**src/rtl/layer_output_collector_if.sv**
```systemverilog
// Handshake bundle between a neuron layer, the output collector and its consumer.
// The collector takes the master view; the producer/consumer side takes the slave view.
interface layer_output_collector_if #(
  parameter int unsigned NUM_NEURONS = 30,
  parameter int unsigned DATA_WIDTH  = 16,
  parameter int unsigned IDX_WIDTH   = (NUM_NEURONS > 1) ? $clog2(NUM_NEURONS) : 1
) ();
  logic [NUM_NEURONS*DATA_WIDTH-1:0] in_data;
  logic [NUM_NEURONS-1:0]            in_valid;
  logic [DATA_WIDTH-1:0]             out_data;
  logic                              out_valid;
  logic                              out_ready;
  logic                              out_last;
  logic [IDX_WIDTH-1:0]              out_idx;

  modport master (
    input  in_data, in_valid, out_ready,
    output out_data, out_valid, out_last, out_idx
  );

  modport slave (
    output in_data, in_valid, out_ready,
    input  out_data, out_valid, out_last, out_idx
  );
endinterface

```
**src/rtl/layer_output_collector.sv**
```systemverilog
// Gathers one activation word per neuron, then streams the full layer vector word by word.
// Optional ARGMAX_EN macro adds an unsigned argmax over each streamed vector.
module layer_output_collector #(
  parameter int unsigned NUM_NEURONS = 30,
  parameter int unsigned DATA_WIDTH  = 16,
  parameter int unsigned IDX_WIDTH   = (NUM_NEURONS > 1) ? $clog2(NUM_NEURONS) : 1
) (
  input  logic                     clk,
  input  logic                     rst,
  layer_output_collector_if.master bus,
  output logic                     busy,
  output logic                     err_overrun,
  output logic [IDX_WIDTH-1:0]     class_idx,
  output logic                     class_valid
);

  typedef enum logic [0:0] {StCollect, StStream} state_e;

  state_e                 state_q, state_d;
  logic [NUM_NEURONS-1:0] mask_q, mask_d;
  logic [DATA_WIDTH-1:0]  word_q [NUM_NEURONS];
  logic [DATA_WIDTH-1:0]  word_d [NUM_NEURONS];
  logic [IDX_WIDTH-1:0]   idx_q, idx_d;
  logic [DATA_WIDTH-1:0]  out_data_q, out_data_d;
  logic                   err_q, err_d;
  logic                   last_word;
  logic [IDX_WIDTH-1:0]   idx_nxt;

  assign last_word = (idx_q == IDX_WIDTH'(NUM_NEURONS - 1));
  assign idx_nxt   = idx_q + IDX_WIDTH'(1);

  always_comb begin
    state_d    = state_q;
    mask_d     = mask_q;
    word_d     = word_q;
    idx_d      = idx_q;
    out_data_d = out_data_q;
    err_d      = err_q;
    unique case (state_q)
      StCollect: begin
        for (int unsigned i = 0; i < NUM_NEURONS; i++) begin
          if (bus.in_valid[i]) begin
            word_d[i] = bus.in_data[i*DATA_WIDTH +: DATA_WIDTH];
            mask_d[i] = 1'b1;
          end
        end
        if (|(bus.in_valid & mask_q)) err_d = 1'b1;
        if (&(mask_q | bus.in_valid)) begin
          state_d    = StStream;
          idx_d      = '0;
          // Slot 0 may be captured on this very edge, so take it from the next-state buffer.
          out_data_d = word_d[0];
        end
      end
      StStream: begin
        // Producers are not stalled: anything arriving now is lost.
        if (|bus.in_valid) err_d = 1'b1;
        if (bus.out_ready) begin
          if (last_word) begin
            state_d    = StCollect;
            mask_d     = '0;
            idx_d      = '0;
            out_data_d = '0;
          end else begin
            idx_d      = idx_nxt;
            out_data_d = word_q[idx_nxt];
          end
        end
      end
      default: state_d = StCollect;
    endcase
  end

  always_ff @(posedge clk or negedge rst) begin
    if (!rst) begin
      state_q    <= StCollect;
      mask_q     <= '0;
      idx_q      <= '0;
      out_data_q <= '0;
      err_q      <= 1'b0;
    end else begin
      state_q    <= state_d;
      mask_q     <= mask_d;
      idx_q      <= idx_d;
      out_data_q <= out_data_d;
      err_q      <= err_d;
    end
  end

  // Buffer contents are meaningless until the mask says otherwise, so no reset.
  always_ff @(posedge clk) begin
    word_q <= word_d;
  end

  assign busy          = (state_q == StStream);
  assign bus.out_valid = busy;
  assign bus.out_data  = out_data_q;
  assign bus.out_idx   = idx_q;
  assign bus.out_last  = busy & last_word;
  assign err_overrun   = err_q;

`ifdef ARGMAX_EN
  logic                  accept;
  logic                  take_word;
  logic [IDX_WIDTH-1:0]  best_idx;
  logic [DATA_WIDTH-1:0] max_q;
  logic [IDX_WIDTH-1:0]  max_idx_q;
  logic [IDX_WIDTH-1:0]  class_idx_q;
  logic                  class_valid_q;

  assign accept    = busy & bus.out_ready;
  // Index 0 restarts the search; strict compare keeps the lowest index on ties.
  assign take_word = (idx_q == '0) || (out_data_q > max_q);
  assign best_idx  = take_word ? idx_q : max_idx_q;

  always_ff @(posedge clk or negedge rst) begin
    if (!rst) begin
      max_q         <= '0;
      max_idx_q     <= '0;
      class_idx_q   <= '0;
      class_valid_q <= 1'b0;
    end else begin
      class_valid_q <= 1'b0;
      if (accept) begin
        if (take_word) begin
          max_q     <= out_data_q;
          max_idx_q <= idx_q;
        end
        if (last_word) begin
          class_idx_q   <= best_idx;
          class_valid_q <= 1'b1;
        end
      end
    end
  end

  assign class_idx   = class_idx_q;
  assign class_valid = class_valid_q;
`else
  assign class_idx   = '0;
  assign class_valid = 1'b0;
`endif

endmodule

```
**src/flat_wrapper.sv**
```systemverilog
// flat-port wrapper written by rule: the top's interface ports become plain ports
module layer_output_collector_flat 
#(
  parameter int unsigned NUM_NEURONS = 30,
  parameter int unsigned DATA_WIDTH  = 16,
  parameter int unsigned IDX_WIDTH   = (NUM_NEURONS > 1) ? $clog2(NUM_NEURONS) : 1
)
  (clk, rst, busy, err_overrun, class_idx, class_valid, bus_in_data, bus_in_valid, bus_out_ready, bus_out_data, bus_out_valid, bus_out_last, bus_out_idx);
  layer_output_collector_if #(.NUM_NEURONS(NUM_NEURONS), .DATA_WIDTH(DATA_WIDTH), .IDX_WIDTH(IDX_WIDTH)) bus_i ();
  input  logic clk;
  input  logic rst;
  output logic busy;
  output logic err_overrun;
  output logic [IDX_WIDTH-1:0] class_idx;
  output logic class_valid;
  input wire logic [$bits(bus_i.in_data)-1:0] bus_in_data;
  input wire logic [$bits(bus_i.in_valid)-1:0] bus_in_valid;
  input wire logic [$bits(bus_i.out_ready)-1:0] bus_out_ready;
  output wire logic [$bits(bus_i.out_data)-1:0] bus_out_data;
  output wire logic [$bits(bus_i.out_valid)-1:0] bus_out_valid;
  output wire logic [$bits(bus_i.out_last)-1:0] bus_out_last;
  output wire logic [$bits(bus_i.out_idx)-1:0] bus_out_idx;
  assign bus_i.in_data = bus_in_data;
  assign bus_i.in_valid = bus_in_valid;
  assign bus_i.out_ready = bus_out_ready;
  assign bus_out_data = bus_i.out_data;
  assign bus_out_valid = bus_i.out_valid;
  assign bus_out_last = bus_i.out_last;
  assign bus_out_idx = bus_i.out_idx;
  layer_output_collector #(.NUM_NEURONS(NUM_NEURONS), .DATA_WIDTH(DATA_WIDTH), .IDX_WIDTH(IDX_WIDTH)) u_core (.clk(clk), .rst(rst), .bus(bus_i), .busy(busy), .err_overrun(err_overrun), .class_idx(class_idx), .class_valid(class_valid));
endmodule
```
**config.mk**
```make
export PLATFORM = sky130hd
export DESIGN_NAME = layer_output_collector_flat
export DESIGN_NICKNAME = d
export VERILOG_FILES = /design/src/rtl/layer_output_collector_if.sv /design/src/rtl/layer_output_collector.sv /design/src/flat_wrapper.sv
export SDC_FILE = /design/constraint.sdc
export NUM_CORES = 1
export LEC_CHECK = 0
export CAP_MARGIN = 20
export CORE_ASPECT_RATIO = 1.4
export CORE_MARGIN = 8
export CORE_UTILIZATION = 45
export CTS_CLUSTER_SIZE = 8
export DETAILED_ROUTE_END_ITERATION = 7
export PLACE_DENSITY_LB_ADDON = 0.3
export SYNTH_ARGS = -nofsm -noshare
export SYNTH_HDL_FRONTEND = slang
export SYNTH_SLANG_ARGS = --single-unit
```
**constraint.sdc**
```tcl
create_clock -name clk -period 5.45 [get_ports clk]
set_input_delay 0.545 -clock clk [delete_from_list [all_inputs] [get_ports clk]]
set_output_delay 0.545 -clock clk [all_outputs]
set_load 0.01 [all_outputs]
```
==> run_summary.xml, run 1 <==
<?xml version="1.0" encoding="UTF-8"?>
<metrics>
  <group name="power">
    <metric name="power_frac_seq" unit="">0.370</metric>
    <metric name="cellPowerDensity" unit="mW/mm^2">511</metric>
    <metric name="share_clk_of_total_power" unit="">0.283</metric>
    <metric name="internal_power" unit="mW">10.1</metric>
    <metric name="p_leak" unit="nW">9.90</metric>
    <metric name="power_spent_charging_and_discharging_nets" unit="mW">5.01</metric>
    <metric name="power" unit="mW">15.1</metric>
    <metric name="p_comb_frac" unit="">0.347</metric>
    <metric name="swShare" unit="">0.331</metric>
    <metric name="ir_worst_vdd" unit="V">0.000361</metric>
  </group>
  <group name="floorplan">
    <metric name="design.core.area" unit="mm^2">0.0468</metric>
    <metric name="fp.dieArea" unit="mm^2">0.0544</metric>
    <metric name="initial_utilization" unit="">0.453</metric>
    <metric name="floorplan.io_pins" unit="">544</metric>
    <metric name="vertical_extent_of_the_die" unit="um">273</metric>
    <metric name="fp.dieW" unit="um">199</metric>
    <metric name="core.rowCount" unit="">94</metric>
  </group>
  <group name="yosys">
    <metric name="synthArstFlopShare" unit="">0.0994</metric>
    <metric name="synth_common_cells" unit="">edfxtp_1, mux4_2, nand2_1</metric>
    <metric name="synth_top_family_by_area" unit="">multiplexers</metric>
    <metric name="netlist.top_cell.by_area" unit="">edfxtp_1</metric>
    <metric name="synthDominantCellAreaShare" unit="">0.679</metric>
    <metric name="synth-adder-area-share" unit="">0.00118</metric>
    <metric name="synth_warnings" unit="">0</metric>
    <metric name="synthMostInstantiatedCell" unit="">edfxtp_1</metric>
    <metric name="ys_types" unit="">46</metric>
    <metric name="synthXorXnorAreaFrac" unit="">0.00330</metric>
    <metric name="yosys.area_share.simple" unit="">0.0449</metric>
    <metric name="synth_enable_flop_cells" unit="">480</metric>
    <metric name="synth_mux_area_frac" unit="">0.144</metric>
    <metric name="postSynthCellCount" unit="">1133</metric>
    <metric name="postSynthAreaPerCell" unit="um^2">18.7</metric>
    <metric name="synth-compound-area-share" unit="">0.0458</metric>
    <metric name="netlist_area" unit="mm^2">0.0212</metric>
    <metric name="synth_sequential_area_ratio" unit="">0.742</metric>
    <metric name="yosys_register_bits" unit="">533</metric>
    <metric name="ys.flop_type" unit="">edfxtp_1</metric>
    <metric name="synth_top_cells_by_area" unit="">edfxtp_1, mux4_2, dfrtp_1</metric>
  </group>
  <group name="clock_network">
    <metric name="clk_latency" unit="ns">0.61</metric>
    <metric name="cts_buffers" unit="">76</metric>
    <metric name="cts_tree" unit="">yes</metric>
    <metric name="post_cts_buffers" unit="">0</metric>
    <metric name="cts_max_path_buffers" unit="">3</metric>
    <metric name="clock-sinks" unit="">533</metric>
    <metric name="maximum_level_of_the_cts_h_tree" unit="">3</metric>
    <metric name="clk_pin_slew_worst_paths" unit="ns">0.05</metric>
    <metric name="root_buffer" unit="">clkbuf_16</metric>
    <metric name="cts_repair_resize_count" unit="">0</metric>
    <metric name="holdBufCountCts" unit="">0</metric>
  </group>
  <group name="global_route">
    <metric name="largest_net_degree_at_the_start_of_global_routing" unit="">72</metric>
    <metric name="grt_usage" unit="">0.264</metric>
    <metric name="grt-ovfl-total" unit="">0</metric>
    <metric name="first_global_vias" unit="">14900</metric>
    <metric name="global_route_wire_length_before_repair" unit="um">101000</metric>
    <metric name="grt_antenna_before_repair" unit="">20</metric>
  </group>
  <group name="setup_path">
    <metric name="worst_ep_required_time" unit="ns">5.93</metric>
    <metric name="reg2reg_setup_slack" unit="ns">1.94</metric>
    <metric name="critical_path_maximum_fanout" unit="">50</metric>
    <metric name="cp_num_buf_inv" unit="">1</metric>
    <metric name="slowest_delay" unit="ns">0.76</metric>
    <metric name="timing.critical_path.to" unit="">u_core.bus.out_data[0]</metric>
    <metric name="worst_setup_path_startpoint" unit="">u_core.bus.out_idx[0]</metric>
    <metric name="timing.critical_path.cells" unit="">ha_4 -&gt; buf_12 -&gt; mux4_2 -&gt; a221oi_1 -&gt; a31oi_1 -&gt; a221oi_1 -&gt; a21oi_1</metric>
    <metric name="r2r-end" unit="">u_core.bus.out_data[0]</metric>
    <metric name="cp.arrival" unit="ns">3.99</metric>
    <metric name="timing.critical_path.slowest_stage_cell" unit="">ha_4</metric>
    <metric name="setup.worst_path.start_class" unit="">flip-flop</metric>
    <metric name="timing.critical_path.depth" unit="">7</metric>
    <metric name="reg2reg_depth" unit="">7</metric>
    <metric name="path_delay_family" unit="">compound AO/OA/AOI/OAI gates</metric>
    <metric name="timing.critical_path.to_type" unit="">flip-flop</metric>
    <metric name="criticalPathCategory" unit="">reg -&gt; reg</metric>
    <metric name="critical_path.reg2reg.startpoint" unit="">u_core.bus.out_idx[0]</metric>
    <metric name="timing.critical_path.mode_cell" unit="">a221oi_1</metric>
  </group>
  <group name="detailed_routing">
    <metric name="detail_route.first_pass.iterations" unit="">6</metric>
    <metric name="drt-initial-drc-count" unit="">1062</metric>
    <metric name="dr.max_layer_used" unit="">met5</metric>
    <metric name="ant_nets" unit="">0</metric>
    <metric name="route.met2.wl" unit="um">37300</metric>
    <metric name="drcViolationCount" unit="">0</metric>
    <metric name="avgViaCountPerCell" unit="">5.61</metric>
    <metric name="routed_wire_length_per_instance" unit="um">30.2</metric>
    <metric name="finalWirelength" unit="um">72600</metric>
    <metric name="met3_length" unit="um">5730</metric>
    <metric name="num_vias" unit="">13500</metric>
    <metric name="m1WireLength" unit="um">26200</metric>
  </group>
  <group name="sta">
    <metric name="slew_violations" unit="">0</metric>
    <metric name="finalSetupTns" unit="ns">0</metric>
    <metric name="report.final.hold_viol_count" unit="">0</metric>
    <metric name="rsz0062_at_grt" unit="">no</metric>
    <metric name="timing.clock.skew" unit="ns">0.0285</metric>
    <metric name="report.final.setup_viol" unit="">0</metric>
    <metric name="relSlewSlack" unit="">0.271</metric>
    <metric name="finalWorstPathRequiredPeriod" unit="ns">3.51</metric>
    <metric name="tightestPinTransition" unit="ns">1.09</metric>
    <metric name="timing.final.crit_share" unit="">0.644</metric>
    <metric name="max_clock_freq" unit="MHz">285</metric>
  </group>
  <group name="placement">
    <metric name="buffer_ports.inserted" unit="">537</metric>
    <metric name="dpl.cell_count" unit="">2263</metric>
    <metric name="place.gp.congestion" unit="">0.915</metric>
    <metric name="hpwl" unit="um">55700</metric>
  </group>
  <group name="worst_hold_path">
    <metric name="hold_path_class" unit="">in -&gt; async</metric>
  </group>
  <group name="run_status">
    <metric name="status" unit="">complete, no violations</metric>
  </group>
  <group name="finish">
    <metric name="final_cells" unit="">2404</metric>
    <metric name="filler_cell_count" unit="">3420</metric>
    <metric name="num-nets-final" unit="">2236</metric>
    <metric name="register_area" unit="mm^2">0.0157</metric>
    <metric name="area_delta_synth_final" unit="%">39.6</metric>
    <metric name="multi_input_logic_area" unit="mm^2">0.00518</metric>
    <metric name="final_layout_size_suffix_gt1_frac" unit="">0.164</metric>
  </group>
  <group name="flow_run">
    <metric name="max_cap_viol_count" unit="">0</metric>
  </group>
</metrics>
flip-flops by register name, indices dropped and copies added (netlist names):
signal	count
u_core.bus.out_idx	5
u_core.err_overrun	1
u_core.bus.out_valid	1
u_core.mask_q	30
u_core.word_q	480
u_core.bus.out_data	16
cells by family (layout without fill, tap and decap cells):
logic type | count (synthesis) | after routing
flip-flops | 533 | 533
AND/OR/NAND/NOR | 208 | 208
multiplexers | 160 | 160
AO/OA/AOI/OAI | 148 | 148
buffers and inverters | 76 | 699
XOR/XNOR | 5 | 5
adder cells (fa/ha/maj) | 2 | 2
other | 1 | 25
power groups by stage:
stage	sequential [mW]	clock (mW)	combinational, mW
after floorplan	5.51	0	3.17
after global placement	5.64	0	5.21
after detailed placement	5.68	0	5.23
after CTS	5.61	4.36	5.26
after global routing	5.66	4.51	5.54
final	5.61	4.29	5.25
layout by cell type (no fill, tap or decap), types with 2 or more instances in the layout:
cell type | Yosys | layout
nor2b_1 | 29 | 8
mux2_2 | 26 | 26
clkbuf_1 | 22 | 35
diode_2 | 0 | 19
dfrtp_1 | 53 | 51
nor2_1 | 59 | 59
nor2b_2 | 0 | 21
a221oi_1 | 16 | 16
buf_12 | 0 | 2
conb_1 | 1 | 6
nand3_2 | 3 | 3
a21o_1 | 12 | 12
nor3_1 | 2 | 2
inv_1 | 12 | 12
buf_8 | 0 | 5
buf_4 | 14 | 24
mux2i_1 | 21 | 21
a22oi_1 | 8 | 8
mux4_2 | 112 | 112
and2_1 | 2 | 2
clkbuf_16 | 0 | 78
o21bai_1 | 2 | 2
a21oi_1 | 36 | 36
o21ai_0 | 3 | 3
nand4_1 | 8 | 8
nor4_1 | 11 | 11
o21ai_1 | 9 | 9
a22o_1 | 3 | 3
nand3_1 | 8 | 8
inv_6 | 0 | 2
nand2_1 | 82 | 82
a31oi_1 | 17 | 17
clkdlybuf4s50_1 | 0 | 536
edfxtp_1 | 480 | 480
o22ai_1 | 29 | 29
a211oi_1 | 9 | 9
worst register-to-register path, stage by stage, from the launching register on:
cell and delay (ns):
dfrtp_4 0.72, ha_4 0.77, buf_12 0.38, mux4_2 0.48, a221oi_1 0.35, a31oi_1 0.18
a221oi_1 0.40, a21oi_1 0.11
worst min path at each step:
stage | startpoint | to | cells after the start
3_3_place_gp | u_core.mask_q[15] | u_core.mask_q[15] | 1
4_1_cts | rst | u_core.bus.out_data[2] | 2
3_5_place_dp | u_core.mask_q[15] | u_core.mask_q[15] | 1
2_1_floorplan | rst | u_core.bus.out_data[0] | 0
6_report | rst | u_core.bus.out_data[8] | 2
5_1_grt | rst | u_core.bus.out_data[8] | 2
metal layers:
| metal | vias to the layer above | global-route usage |
|---|---|---|
| met1 | 6801 | 0.311 |
| met5 | - | 0 |
| met4 | 4 | 0.130 |
| met3 | 149 | 0.0634 |
| li1 | 5769 | - |
| met2 | 772 | 0.448 |
area by class of cell:
cell class                 instances  area share
multi-input combinational        529       0.175
inverter                          12     0.00152
antenna                           19     0.00161
clock inverter                     5     0.00199
clock buffer                     113      0.0703
tap                              624      0.0264
timing repair buffer             569       0.192
sequential                       533       0.532
metrics by stage:
step | worst slack [ns] | instance area (um^2) | hold slack, ns | util
global route | 1.75 | 29600 | 0.138 | 0.633
CTS | 1.92 | 29500 | 0.0754 | 0.630
finish | 1.94 | 29600 | 0.0944 | 0.633
global placement | 1.92 | 27300 | 0.487 | 0.584
floorplan | 3.14 | 21200 | 0.249 | -
detailed placement | 1.95 | 27400 | 0.497 | 0.585
No activity file was read; power rests on OpenSTA's default activity.
==> run 2, diff against run 1 <==
Clock period 5.45 ns to 3.55 ns, I/O delays scaled along.
==> run_summary.xml, run 2 (synthesized netlist as in run 1, its figures left out) <==
<?xml version="1.0" encoding="UTF-8"?>
<metrics>
  <group name="placement">
    <metric name="buffer_ports.inserted" unit="">537</metric>
    <metric name="hpwl" unit="um">56200</metric>
    <metric name="place.gp.congestion" unit="">0.890</metric>
    <metric name="dpl.cell_count" unit="">2280</metric>
  </group>
  <group name="clock_network">
    <metric name="clk_pin_slew_worst_paths" unit="ns">0.05</metric>
    <metric name="root_buffer" unit="">clkbuf_16</metric>
    <metric name="clock-sinks" unit="">533</metric>
    <metric name="clk_latency" unit="ns">0.61</metric>
    <metric name="cts_repair_resize_count" unit="">0</metric>
    <metric name="post_cts_buffers" unit="">0</metric>
    <metric name="holdBufCountCts" unit="">1</metric>
    <metric name="maximum_level_of_the_cts_h_tree" unit="">3</metric>
    <metric name="cts_max_path_buffers" unit="">3</metric>
    <metric name="cts_buffers" unit="">76</metric>
    <metric name="cts_tree" unit="">yes</metric>
  </group>
  <group name="setup_path">
    <metric name="criticalPathCategory" unit="">reg -&gt; reg</metric>
    <metric name="critical_path_maximum_fanout" unit="">33</metric>
    <metric name="setup.worst_path.start_class" unit="">flip-flop</metric>
    <metric name="cp.arrival" unit="ns">3.64</metric>
    <metric name="worst_ep_required_time" unit="ns">4.01</metric>
    <metric name="timing.critical_path.to_type" unit="">flip-flop</metric>
  </group>
  <group name="global_route">
    <metric name="grt-ovfl-total" unit="">0</metric>
    <metric name="global_route_wire_length_before_repair" unit="um">104000</metric>
    <metric name="largest_net_degree_at_the_start_of_global_routing" unit="">72</metric>
    <metric name="first_global_vias" unit="">14900</metric>
    <metric name="grt_antenna_before_repair" unit="">28</metric>
    <metric name="grt_usage" unit="">0.271</metric>
  </group>
  <group name="finish">
    <metric name="largest_reg_flops" unit="">480</metric>
    <metric name="area_delta_synth_final" unit="%">40.2</metric>
    <metric name="filler_cell_count" unit="">3423</metric>
    <metric name="biggest_register" unit="">u_core.word_q</metric>
    <metric name="multi_input_logic_area" unit="mm^2">0.00518</metric>
    <metric name="final_cells" unit="">2422</metric>
    <metric name="layout_common_cells" unit="">clkdlybuf4s50_1, edfxtp_1, mux4_2</metric>
    <metric name="num-nets-final" unit="">2251</metric>
    <metric name="final_layout_size_suffix_gt1_frac" unit="">0.171</metric>
    <metric name="commonest_non_fill_non_tap_cell_in_the_layout" unit="">clkdlybuf4s50_1</metric>
    <metric name="register_area" unit="mm^2">0.0157</metric>
  </group>
  <group name="sta">
    <metric name="timing.final.crit_share" unit="">0.897</metric>
    <metric name="timing.hold.ws" unit="ns">0.144</metric>
    <metric name="max_clock_freq" unit="MHz">314</metric>
    <metric name="rsz0062_at_grt" unit="">no</metric>
    <metric name="finalWorstPathRequiredPeriod" unit="ns">3.18</metric>
    <metric name="finalSetupTns" unit="ns">0</metric>
    <metric name="relSlewSlack" unit="">0.304</metric>
    <metric name="report.final.setup_viol" unit="">0</metric>
    <metric name="timing.clock.skew" unit="ns">0.0194</metric>
    <metric name="tightestPinTransition" unit="ns">1.04</metric>
    <metric name="report.final.hold_viol_count" unit="">0</metric>
    <metric name="slew_violations" unit="">0</metric>
  </group>
  <group name="power">
    <metric name="p_comb_frac" unit="">0.358</metric>
    <metric name="ir_worst_vdd" unit="V">0.000573</metric>
    <metric name="p_leak" unit="nW">9.97</metric>
    <metric name="power_spent_charging_and_discharging_nets" unit="mW">7.87</metric>
    <metric name="internal_power" unit="mW">15.6</metric>
    <metric name="swShare" unit="">0.336</metric>
    <metric name="share_clk_of_total_power" unit="">0.279</metric>
    <metric name="power_frac_seq" unit="">0.363</metric>
    <metric name="cellPowerDensity" unit="mW/mm^2">789</metric>
    <metric name="power" unit="mW">23.4</metric>
  </group>
  <group name="floorplan">
    <metric name="design.core.area" unit="mm^2">0.0468</metric>
    <metric name="fp.dieArea" unit="mm^2">0.0544</metric>
    <metric name="initial_utilization" unit="">0.453</metric>
    <metric name="fp.dieW" unit="um">199</metric>
    <metric name="vertical_extent_of_the_die" unit="um">273</metric>
    <metric name="core.rowCount" unit="">94</metric>
    <metric name="floorplan.io_pins" unit="">544</metric>
  </group>
  <group name="detailed_routing">
    <metric name="avgViaCountPerCell" unit="">5.64</metric>
    <metric name="drt-initial-drc-count" unit="">1022</metric>
    <metric name="num_vias" unit="">13700</metric>
    <metric name="ant_nets" unit="">0</metric>
    <metric name="finalWirelength" unit="um">74300</metric>
    <metric name="drcViolationCount" unit="">0</metric>
    <metric name="routed_wire_length_per_instance" unit="um">30.7</metric>
    <metric name="detail_route.first_pass.iterations" unit="">5</metric>
  </group>
  <group name="worst_hold_path">
    <metric name="hold_path_class" unit="">in -&gt; async</metric>
  </group>
  <group name="flow_run">
    <metric name="max_cap_viol_count" unit="">0</metric>
  </group>
  <group name="run_status">
    <metric name="status" unit="">complete, no violations</metric>
  </group>
</metrics>
## run 2: cell count changes in the layout (fill, tap and decap cells not counted), sizes merged
cell         delta
diode           +8
clkinv          +2
clkbuf          -8
inv             +1
dlygate4sd3     +1
buf            +14
## run 2: path summary, 6_finish.rpt
check,startpoint,end,slack [ns],cells past startpoint
setup reg to reg,u_core.bus.out_idx[1],u_core.bus.out_data[11],0.37,8
hold / removal,rst,u_core.bus.out_data[5],0.14,2
max in group asynchronous,rst,u_core.mask_q[18],2.65,4
hold reg to reg,u_core.mask_q[15],u_core.mask_q[15],0.51,1
min in group clk,bus_in_data[131],u_core.word_q[339],0.29,1
setup / recovery,u_core.bus.out_idx[1],u_core.bus.out_data[11],0.37,8
## run 2: final cells by class
cell class / instances / area share
Antenna cell: 27 / 0.00227
Timing Repair Buffer: 584 / 0.195
Multi-Input combinational cell: 529 / 0.174
Clock buffer: 105 / 0.0676
Inverter: 12 / 0.00152
Sequential cell: 533 / 0.530
Tap cell: 624 / 0.0263
Clock inverter: 8 / 0.00379
## run 2: through the flow
stage	setup WS [ns]	util	area (um^2)
3_3_place_gp	0.315	0.588	27500
3_5_place_dp	0.310	0.588	27500
4_1_cts	0.299	0.633	29600
5_1_grt	0.260	0.635	29700
6_report	0.367	0.635	29700
2_1_floorplan	1.24	-	21200
## run 2: power groups by stage
stage	sequential, mW	clock [mW]	combinational [mW]
3_5_place_dp	8.62	0	8.41
5_1_grt	8.59	6.89	8.82
6_report	8.52	6.54	8.39
2_1_floorplan	8.46	0	4.87
4_1_cts	8.51	6.65	8.45
3_3_place_gp	8.57	0	8.41
## run 2: layer usage
layer,global-route usage,up-vias,part of all wire
met5,0,-,0.00039
met4,0.133,4,0.037
met3,0.0617,137,0.084
met2,0.460,811,0.52
met1,0.320,6931,0.35
li1,-,5789,-
## run 2: worst max-delay path, cell delays in order, from the launching register on
cell	delay, ns
dfrtp_1	0.44
inv_1	0.12
ha_4	0.70
buf_12	0.30
mux4_2	0.43
nand2_1	0.17
a21oi_1	0.08
a211oi_1	0.61
a31oi_1	0.16
==> run 3, diff against run 2 <==
Settings changed: ABC_AREA set to 1, CORE_UTILIZATION 45 to 40.
==> run_summary.xml, run 3 <==
<?xml version="1.0" encoding="UTF-8"?>
<metrics>
  <group name="yosys">
    <metric name="ys.flop_type" unit="">edfxtp_1</metric>
    <metric name="netlist.top_cell.by_area" unit="">edfxtp_1</metric>
    <metric name="synth_warnings" unit="">0</metric>
    <metric name="synth_enable_flop_cells" unit="">480</metric>
    <metric name="netlist_area" unit="mm^2">0.0226</metric>
    <metric name="synthArstFlopShare" unit="">0.0994</metric>
    <metric name="synth_common_cells" unit="">nand2_1, edfxtp_1, nand3_1</metric>
    <metric name="synthDominantCellAreaShare" unit="">0.639</metric>
    <metric name="synth_top_cells_by_area" unit="">edfxtp_1, nand2_1, dfrtp_1</metric>
    <metric name="synthMostInstantiatedCell" unit="">nand2_1</metric>
    <metric name="postSynthAreaPerCell" unit="um^2">10.8</metric>
    <metric name="yosys_register_bits" unit="">533</metric>
    <metric name="ys_types" unit="">30</metric>
    <metric name="postSynthCellCount" unit="">2088</metric>
    <metric name="synth_sequential_area_ratio" unit="">0.698</metric>
  </group>
  <group name="placement">
    <metric name="place_worst_setup_slack" unit="ns">0.659</metric>
    <metric name="hpwl" unit="um">63900</metric>
    <metric name="buffer_ports.inserted" unit="">537</metric>
    <metric name="dpl.cell_count" unit="">3280</metric>
    <metric name="place.gp.congestion" unit="">0.902</metric>
  </group>
  <group name="detailed_routing">
    <metric name="num_vias" unit="">18000</metric>
    <metric name="ant_nets" unit="">0</metric>
    <metric name="drt-initial-drc-count" unit="">1894</metric>
    <metric name="m1WireLength" unit="um">30500</metric>
    <metric name="dr.max_layer_used" unit="">met5</metric>
    <metric name="finalWirelength" unit="um">87400</metric>
    <metric name="detail_route.first_pass.iterations" unit="">6</metric>
    <metric name="met3_length" unit="um">7440</metric>
    <metric name="drcViolationCount" unit="">0</metric>
    <metric name="avgViaCountPerCell" unit="">5.25</metric>
    <metric name="route.met2.wl" unit="um">45600</metric>
    <metric name="routed_wire_length_per_instance" unit="um">25.4</metric>
  </group>
  <group name="finish">
    <metric name="biggest_register" unit="">u_core.word_q</metric>
    <metric name="commonest_non_fill_non_tap_cell_in_the_layout" unit="">nand2_1</metric>
    <metric name="final_cells" unit="">3437</metric>
    <metric name="layout_common_cells" unit="">nand2_1, clkdlybuf4s50_1, edfxtp_1</metric>
    <metric name="area_delta_synth_final" unit="%">37.3</metric>
    <metric name="largest_reg_flops" unit="">480</metric>
    <metric name="filler_cell_count" unit="">4870</metric>
    <metric name="final_layout_size_suffix_gt1_frac" unit="">0.0666</metric>
    <metric name="num-nets-final" unit="">3139</metric>
  </group>
  <group name="clock_network">
    <metric name="cts_max_path_buffers" unit="">3</metric>
    <metric name="root_buffer" unit="">clkbuf_16</metric>
    <metric name="post_cts_buffers" unit="">0</metric>
    <metric name="cts_buffers" unit="">76</metric>
    <metric name="cts_repair_resize_count" unit="">0</metric>
    <metric name="maximum_level_of_the_cts_h_tree" unit="">3</metric>
    <metric name="clk_latency" unit="ns">0.61</metric>
    <metric name="clock-sinks" unit="">533</metric>
    <metric name="cts_tree" unit="">yes</metric>
    <metric name="clk_pin_slew_worst_paths" unit="ns">0.06</metric>
  </group>
  <group name="power">
    <metric name="power" unit="mW">20.2</metric>
    <metric name="ir_worst_vdd" unit="V">0.000662</metric>
    <metric name="p_leak" unit="nW">11.8</metric>
    <metric name="cellPowerDensity" unit="mW/mm^2">653</metric>
  </group>
  <group name="floorplan">
    <metric name="fp.dieW" unit="um">217</metric>
    <metric name="design.core.area" unit="mm^2">0.0561</metric>
    <metric name="vertical_extent_of_the_die" unit="um">297</metric>
    <metric name="initial_utilization" unit="">0.402</metric>
    <metric name="core.rowCount" unit="">103</metric>
    <metric name="floorplan.io_pins" unit="">544</metric>
    <metric name="fp.dieArea" unit="mm^2">0.0644</metric>
  </group>
  <group name="setup_path">
    <metric name="timing.critical_path.to_type" unit="">flip-flop</metric>
    <metric name="critical_path_maximum_fanout" unit="">51</metric>
    <metric name="cp.arrival" unit="ns">3.42</metric>
    <metric name="worst_ep_required_time" unit="ns">4.10</metric>
    <metric name="setup.worst_path.start_class" unit="">flip-flop</metric>
    <metric name="criticalPathCategory" unit="">reg -&gt; reg</metric>
  </group>
  <group name="global_route">
    <metric name="largest_net_degree_at_the_start_of_global_routing" unit="">181</metric>
    <metric name="grt_usage" unit="">0.265</metric>
    <metric name="grt_antenna_before_repair" unit="">28</metric>
    <metric name="global_route_wire_length_before_repair" unit="um">125000</metric>
    <metric name="grt-ovfl-total" unit="">0</metric>
    <metric name="first_global_vias" unit="">18800</metric>
  </group>
  <group name="worst_hold_path">
    <metric name="hold_path_class" unit="">in -&gt; reg</metric>
  </group>
  <group name="sta">
    <metric name="finalWorstPathRequiredPeriod" unit="ns">2.87</metric>
    <metric name="rsz0062_at_grt" unit="">no</metric>
    <metric name="worst_slack" unit="ns">0.676</metric>
    <metric name="timing.hold.ws" unit="ns">0.297</metric>
    <metric name="timing.final.crit_share" unit="">0.810</metric>
    <metric name="slew_violations" unit="">0</metric>
    <metric name="tightestPinTransition" unit="ns">1.11</metric>
    <metric name="timing.clock.skew" unit="ns">0.0258</metric>
    <metric name="relSlewSlack" unit="">0.257</metric>
    <metric name="finalSetupTns" unit="ns">0</metric>
    <metric name="report.final.setup_viol" unit="">0</metric>
    <metric name="report.final.hold_viol_count" unit="">0</metric>
    <metric name="max_clock_freq" unit="MHz">348</metric>
  </group>
  <group name="flow_run">
    <metric name="max_cap_viol_count" unit="">0</metric>
  </group>
  <group name="run_status">
    <metric name="status" unit="">complete, no violations</metric>
  </group>
</metrics>
run 3: cell count changes after synthesis, sizes merged, moves of 17 or more:
| cell | previous run | this run |
|---|---|---|
| nand2 | 82 | 700 |
| nand3 | 11 | 260 |
| nor2 | 60 | 190 |
| mux4 | 112 | 0 |
| o21ai | 12 | 114 |
| inv | 12 | 81 |
| buf | 42 | 105 |
| nor2b | 29 | 0 |
| mux2 | 26 | 0 |
| mux2i | 22 | 0 |
| a21oi | 36 | 15 |
| o211ai | 1 | 22 |
| a31oi | 17 | 0 |
run 3: cell families after synthesis:
| kind of cell | Yosys count | share of synthesized area |
|---|---|---|
| other | 1 | 0.000166 |
| adders and majority gates | 2 | 0.00111 |
| and+or+nand+nor | 1166 | 0.211 |
| xor gates and xnor gates | 2 | 0.00144 |
| DFF | 533 | 0.698 |
| AOI/OAI and AO/OA | 178 | 0.0439 |
| buffers and inverters | 206 | 0.0445 |
run 3: path summary, 6_finish.rpt:
path	from	endpoint	slack, ns	depth (start not counted)
worst max register to register	u_core.bus.out_idx[0]	u_core.bus.out_data[1]	0.68	11
max in group asynchronous	rst	u_core.bus.out_data[12]	2.30	3
worst min register to register	u_core.err_overrun	u_core.err_overrun	0.47	2
worst min-delay path	bus_in_data[47]	u_core.word_q[447]	0.30	1
min in group asynchronous	rst	u_core.bus.out_data[14]	0.33	2
worst max-delay path	u_core.bus.out_idx[0]	u_core.bus.out_data[1]	0.68	11
run 3: through the flow:
stage               utilization  instance area (um^2)
finish                    0.553                 31000
global route              0.553                 31000
detailed placement        0.511                 28700
global placement          0.511                 28600
CTS                       0.552                 31000
floorplan                     -                 22600
run 3: where the power goes:
part	switching (mW)	internal [mW]
logic	3.95	2.04
registers	0.204	7.10
clock network	2.73	4.20
run 3: what timing repair did:
item	CTS	global route
endpoints found under the hold margin	22	0
hold buffers	1	0
endpoints found under the setup margin	0	0
run 3: final cells by class:
class	count	area, um^2	area share
Clock inverter	4	53.8	0.00174
Clock buffer	138	2220	0.0716
Inverter	81	314	0.0101
Timing Repair Buffer	578	5760	0.186
Antenna cell	14	35.0	0.00113
Tap cell	735	920	0.0297
Sequential cell	533	15700	0.508
Multi-Input combinational cell	1354	5940	0.192
run 3: metal layers:
layer  track usage  up-vias
li1              -     8226
met1         0.285     8711
met2         0.475      891
met3        0.0705      180
met4         0.126       26
met5             0        -
run 3: worst max-delay path, stage by stage, from the launching register on:
cell and delay (ns):
dfrtp_4 0.54, ha_1 0.25, nor2_1 0.28, inv_2 0.09, nand2_4 0.60, buf_4 0.36
o21ai_0 0.12, nand2_1 0.10, nand2_1 0.11, nand2_1 0.16, nand3_1 0.09, nand3_1 0.10
==> variant 1: new RTL, config.mk and constraints of run 1 <==
Register the output `err_overrun` once more; this adds one clock of latency there. The other outputs are not delayed to match.
--- a/src/rtl/layer_output_collector.sv
+++ b/src/rtl/layer_output_collector.sv
@@ -98,5 +98,7 @@
   assign bus.out_idx   = idx_q;
   assign bus.out_last  = busy & last_word;
-  assign err_overrun   = err_q;
+  always_ff @(posedge clk) begin
+    err_overrun <= err_q;
+  end
 
 `ifdef ARGMAX_EN
Function: changed (Yosys sat finds a counterexample within 4 cycles, from zero or initial values and one cycle with rst low).
==> variant 1 against run 1 <==
- final area down 0.11%
- wire length up 1.4%
- total power down 0.37%
- non-clock buffer count down 4
- setup slack worse by 0.020 ns
- area after synthesis about the same
- via count up 0.53%
- hold slack better by 0.018 ns
- sequential cell count up 1
- global-route usage up 0.26 points
- critical endpoint is now u_core.bus.out_data[8]
==> variant 1: results (changes against run 1) <==
Worst EP arrival 3.93 ns (-0.06 ns); Critical Path Fanout Max 54 (+8.0%); final hold slack 0.112 ns (+0.0179 ns); gr usage total 26.7% (+0.26 points); initial antenna violation count 22 (+10%); number of gates resized after cts 0 (unchanged); Tmin final 3.53 ns (+0.0203 ns); mux contribution to synthesized area 14.4% (about the same); register area share after synthesis 74.2% (about the same); worst r2r path cells 7 (unchanged); status finished clean; via count 13600 (+0.53%); Synth cell types 47 (+2.2%); first-pass GRT wire length 104 mm (+2.2%); placed insts 2261 (-0.088%); net switching power 4.97 mW (-0.77%); Starting DRT DRC Count 1181 (+11%); clock latency on the worst-skew pair 0.59 ns (-0.02 ns); max reg flops 480 (unchanged); Most flops, register u_core.word_q; worst hold path class input pin to asynchronous set/reset pin; Final nets 2233 (-0.13%); CP Capture Point u_core.bus.out_data[8]; peak supply drop 0.000496 V (+37%); Synth Area in Compound Gates 4.57% (about the same); Slew headroom 20.6% (-6.5 points); Cell Area, Placed 27400 um2 (about the same); Pre-antenna DRT Iters 7 (+1); port bufs 537 (unchanged); DP HPWL 55.3 mm (-0.76%); Async S/R FF share, synth 9.93% (-0.019 points); Post-synth EDFFs 480 (unchanged); most area-consuming cells after synthesis edfxtp_1 68%, mux4_2 12%, dfrtp_1 6.2%, nand2_1 1.4%, mux2_2 1.4%; Cells after Synth 1134 (+0.088%); vias in the first global route 14900 (+0.15%); Detailed Route WL 73.6 mm (+1.4%); placer congestion estimate 0.895 (-2.1%); Final Skew 0.0178 ns (-0.0107 ns); CP Class flop to flop; P_leak 9.88 nW (-0.20%); slowest stage delay, CP 0.96 ns (+0.20 ns); Post-Synth Adder-Cell Area 0.118% (about the same); share of layout cells above drive strength 1 16.2% (-0.15 points); dpl ws 1.90 ns (-0.0475 ns); Crit path max-delay family adder cells; largest net degree at the start of global routing 114 (+58%); cell taking the most area after synthesis edfxtp_1; slowest CP cell ha_4; xor/xnor share of the synthesized area 0.330% (about the same); Post-synth top cells 480 x edfxtp_1, 112 x mux4_2, 82 x nand2_1; routed len/inst 30.8 um (+1.9%)
## variant 1: cell count changes in the layout (fill, tap and decap cells not counted), sizes merged
cell and delta:
diode -3, buf -4, clkbuf -5, dfxtp +1
## variant 1: metal layers
layer | wire length [um] | global-route usage (%)
met5 | 82 | 0
met4 | 2690 | 11.0
met3 | 6630 | 7.26
met2 | 38400 | 46.1
met1 | 25700 | 31.0
## variant 1: final cells by class
cell class	count	area [um2]
Fill cell	3420	17200
Inverter	12	45.0
Clock inverter	5	58.8
Tap cell	624	781
Multi-Input combinational cell	529	5180
Timing Repair Buffer	565	5660
Sequential cell	534	15800
Antenna cell	16	40.0
Clock buffer	108	2050
## variant 1: power by group through the flow
| stage | Combinational, mW | Clock [mW] | Sequential (mW) |
|---|---|---|---|
| global route | 5.58 | 4.47 | 5.63 |
| CTS | 5.30 | 4.31 | 5.58 |
| finish | 5.26 | 4.25 | 5.57 |
| floorplan | 3.17 | 0 | 5.52 |
| global placement | 5.23 | 0 | 5.62 |
| detailed placement | 5.27 | 0 | 5.65 |
==> variant 2: new RTL, flow settings as in run 1 <==
Made on the original files. Build with the macro `ARGMAX_EN` defined.
--- a/src/rtl/layer_output_collector.sv
+++ b/src/rtl/layer_output_collector.sv
@@ -1,4 +1,6 @@
 // Gathers one activation word per neuron, then streams the full layer vector word by word.
 // Optional ARGMAX_EN macro adds an unsigned argmax over each streamed vector.
+`define ARGMAX_EN
+
 module layer_output_collector #(
   parameter int unsigned NUM_NEURONS = 30,
Formal check against the unedited RTL: no difference found for any inputs over 4 cycles, from zero or initial values and one cycle with rst low; that may be too few to reach the edited logic, so the function may still have changed.
==> variant 2 against run 1 <==
- setup slack worse by 0.31 ns
- sequential cell count is 27 higher
- final area is 7.5% higher
- die area is 9.2% higher
- wire length is 11% higher
- hold slack better by 0.27 ns
- total power is 15% higher
- area after synthesis is 9.9% higher
- highest routed layer unchanged
==> variant 2: results (changes against run 1) <==
Starting DRT DRC Count 1408 (+33%); Final Non-Filler Cells 2615 (+8.8%); peak supply drop 0.000508 V (+41%); Final Skew 0.0254 ns (-0.00310 ns); gr usage total 26.6% (+0.20 points); met2 usage 46.8% (+2.0 points); most area-consuming cells after synthesis edfxtp_1 62%, mux4_2 11%, dfrtp_1 8.6%, mux2i_1 2.1%, nand2_1 1.3%; Synth Area in Compound Gates 6.69% (+2.1 points); status finished clean; Post-Synth Adder-Cell Area 1.02% (+0.90 points); P_leak 10.9 nW (+10%); met3 usage 6.07% (-0.27 points); port bufs 543 (+1.1%); total CTS buffers 80 (+5.3%); grt met1 use 29.9% (-1.2 points); Synth cell types 53 (+15%); first-pass GRT wire length 115 mm (+13%); Final nets 2439 (+9.1%); Detail Route met2 WL 42.5 mm (+14%); initial antenna violation count 22 (+10%); Cells after Synth 1329 (+17%); DR WL met3 5.81 mm (+1.3%); largest net degree at the start of global routing 123 (+71%); DP HPWL 59.5 mm (+6.8%); dpl ws 1.58 ns (-0.364 ns); Worst EP arrival 3.28 ns (-0.71 ns); Crit path max-delay family buffers and inverters; slowest stage delay, CP 0.68 ns (-0.08 ns); Async S/R FF share, synth 14.3% (+4.3 points); Pre-antenna DRT Iters 5 (-1); vias in the first global route 16800 (+13%); met1 WL 28.2 mm (+7.3%); placed insts 2470 (+9.1%)
## variant 2: cell count changes after synthesis, sizes merged, moves of 9 or more
cell / run 1 / this run
inv: 12 / 23
dfrtp: 53 / 80
a31oi: 17 / 35
nand4: 8 / 30
o311ai: 0 / 34
ha: 2 / 19
a211oi: 9 / 0
a221oi: 16 / 3
buf: 42 / 60
o22ai: 29 / 46
nand3: 11 / 45
nor2: 60 / 30
a21o: 12 / 30
mux2i: 22 / 48
## variant 2: cell type report
cell class	count	area, um2
clock buffers	115	2150
repair buffers	582	5810
well taps	650	813
fillers	3660	19300
inverters	23	86.3
clock inverters	6	92.6
flip-flops and latches	560	16400
diodes	19	47.5
multi-input cells	660	6400
## variant 2: kinds of logic after synthesis
| group | after synthesis |
|---|---|
| flip-flops | 560 |
| AND/OR/NAND/NOR | 244 |
| AO/OA/AOI/OAI | 215 |
| multiplexers | 178 |
| buffers and inverters | 109 |
| adder cells (fa/ha/maj) | 19 |
| XOR/XNOR | 4 |
## variant 2: worst paths after layout
kind	depth (start not counted)	endpoint	slack, ns	start
hold / removal	2	u_core.max_q[5]	0.37	rst
setup reg to reg	8	u_core.bus.out_data[6]	1.66	u_core.bus.out_idx[0]
setup / recovery	5	bus_out_last	1.63	u_core.bus.out_idx[0]
max in group asynchronous	3	u_core.bus.out_idx[0]	3.81	rst
hold reg to reg	2	u_core.max_idx_q[3]	0.52	u_core.max_idx_q[3]
min in group clk	1	u_core.word_q[453]	0.49	bus_in_data[21]
## variant 2: power breakdown
group / leakage, nW / internal, mW / switching [mW]
clock: 1.08 / 2.72 / 1.80
combinational: 4.61 / 2.89 / 3.96
sequential: 5.23 / 5.61 / 0.517
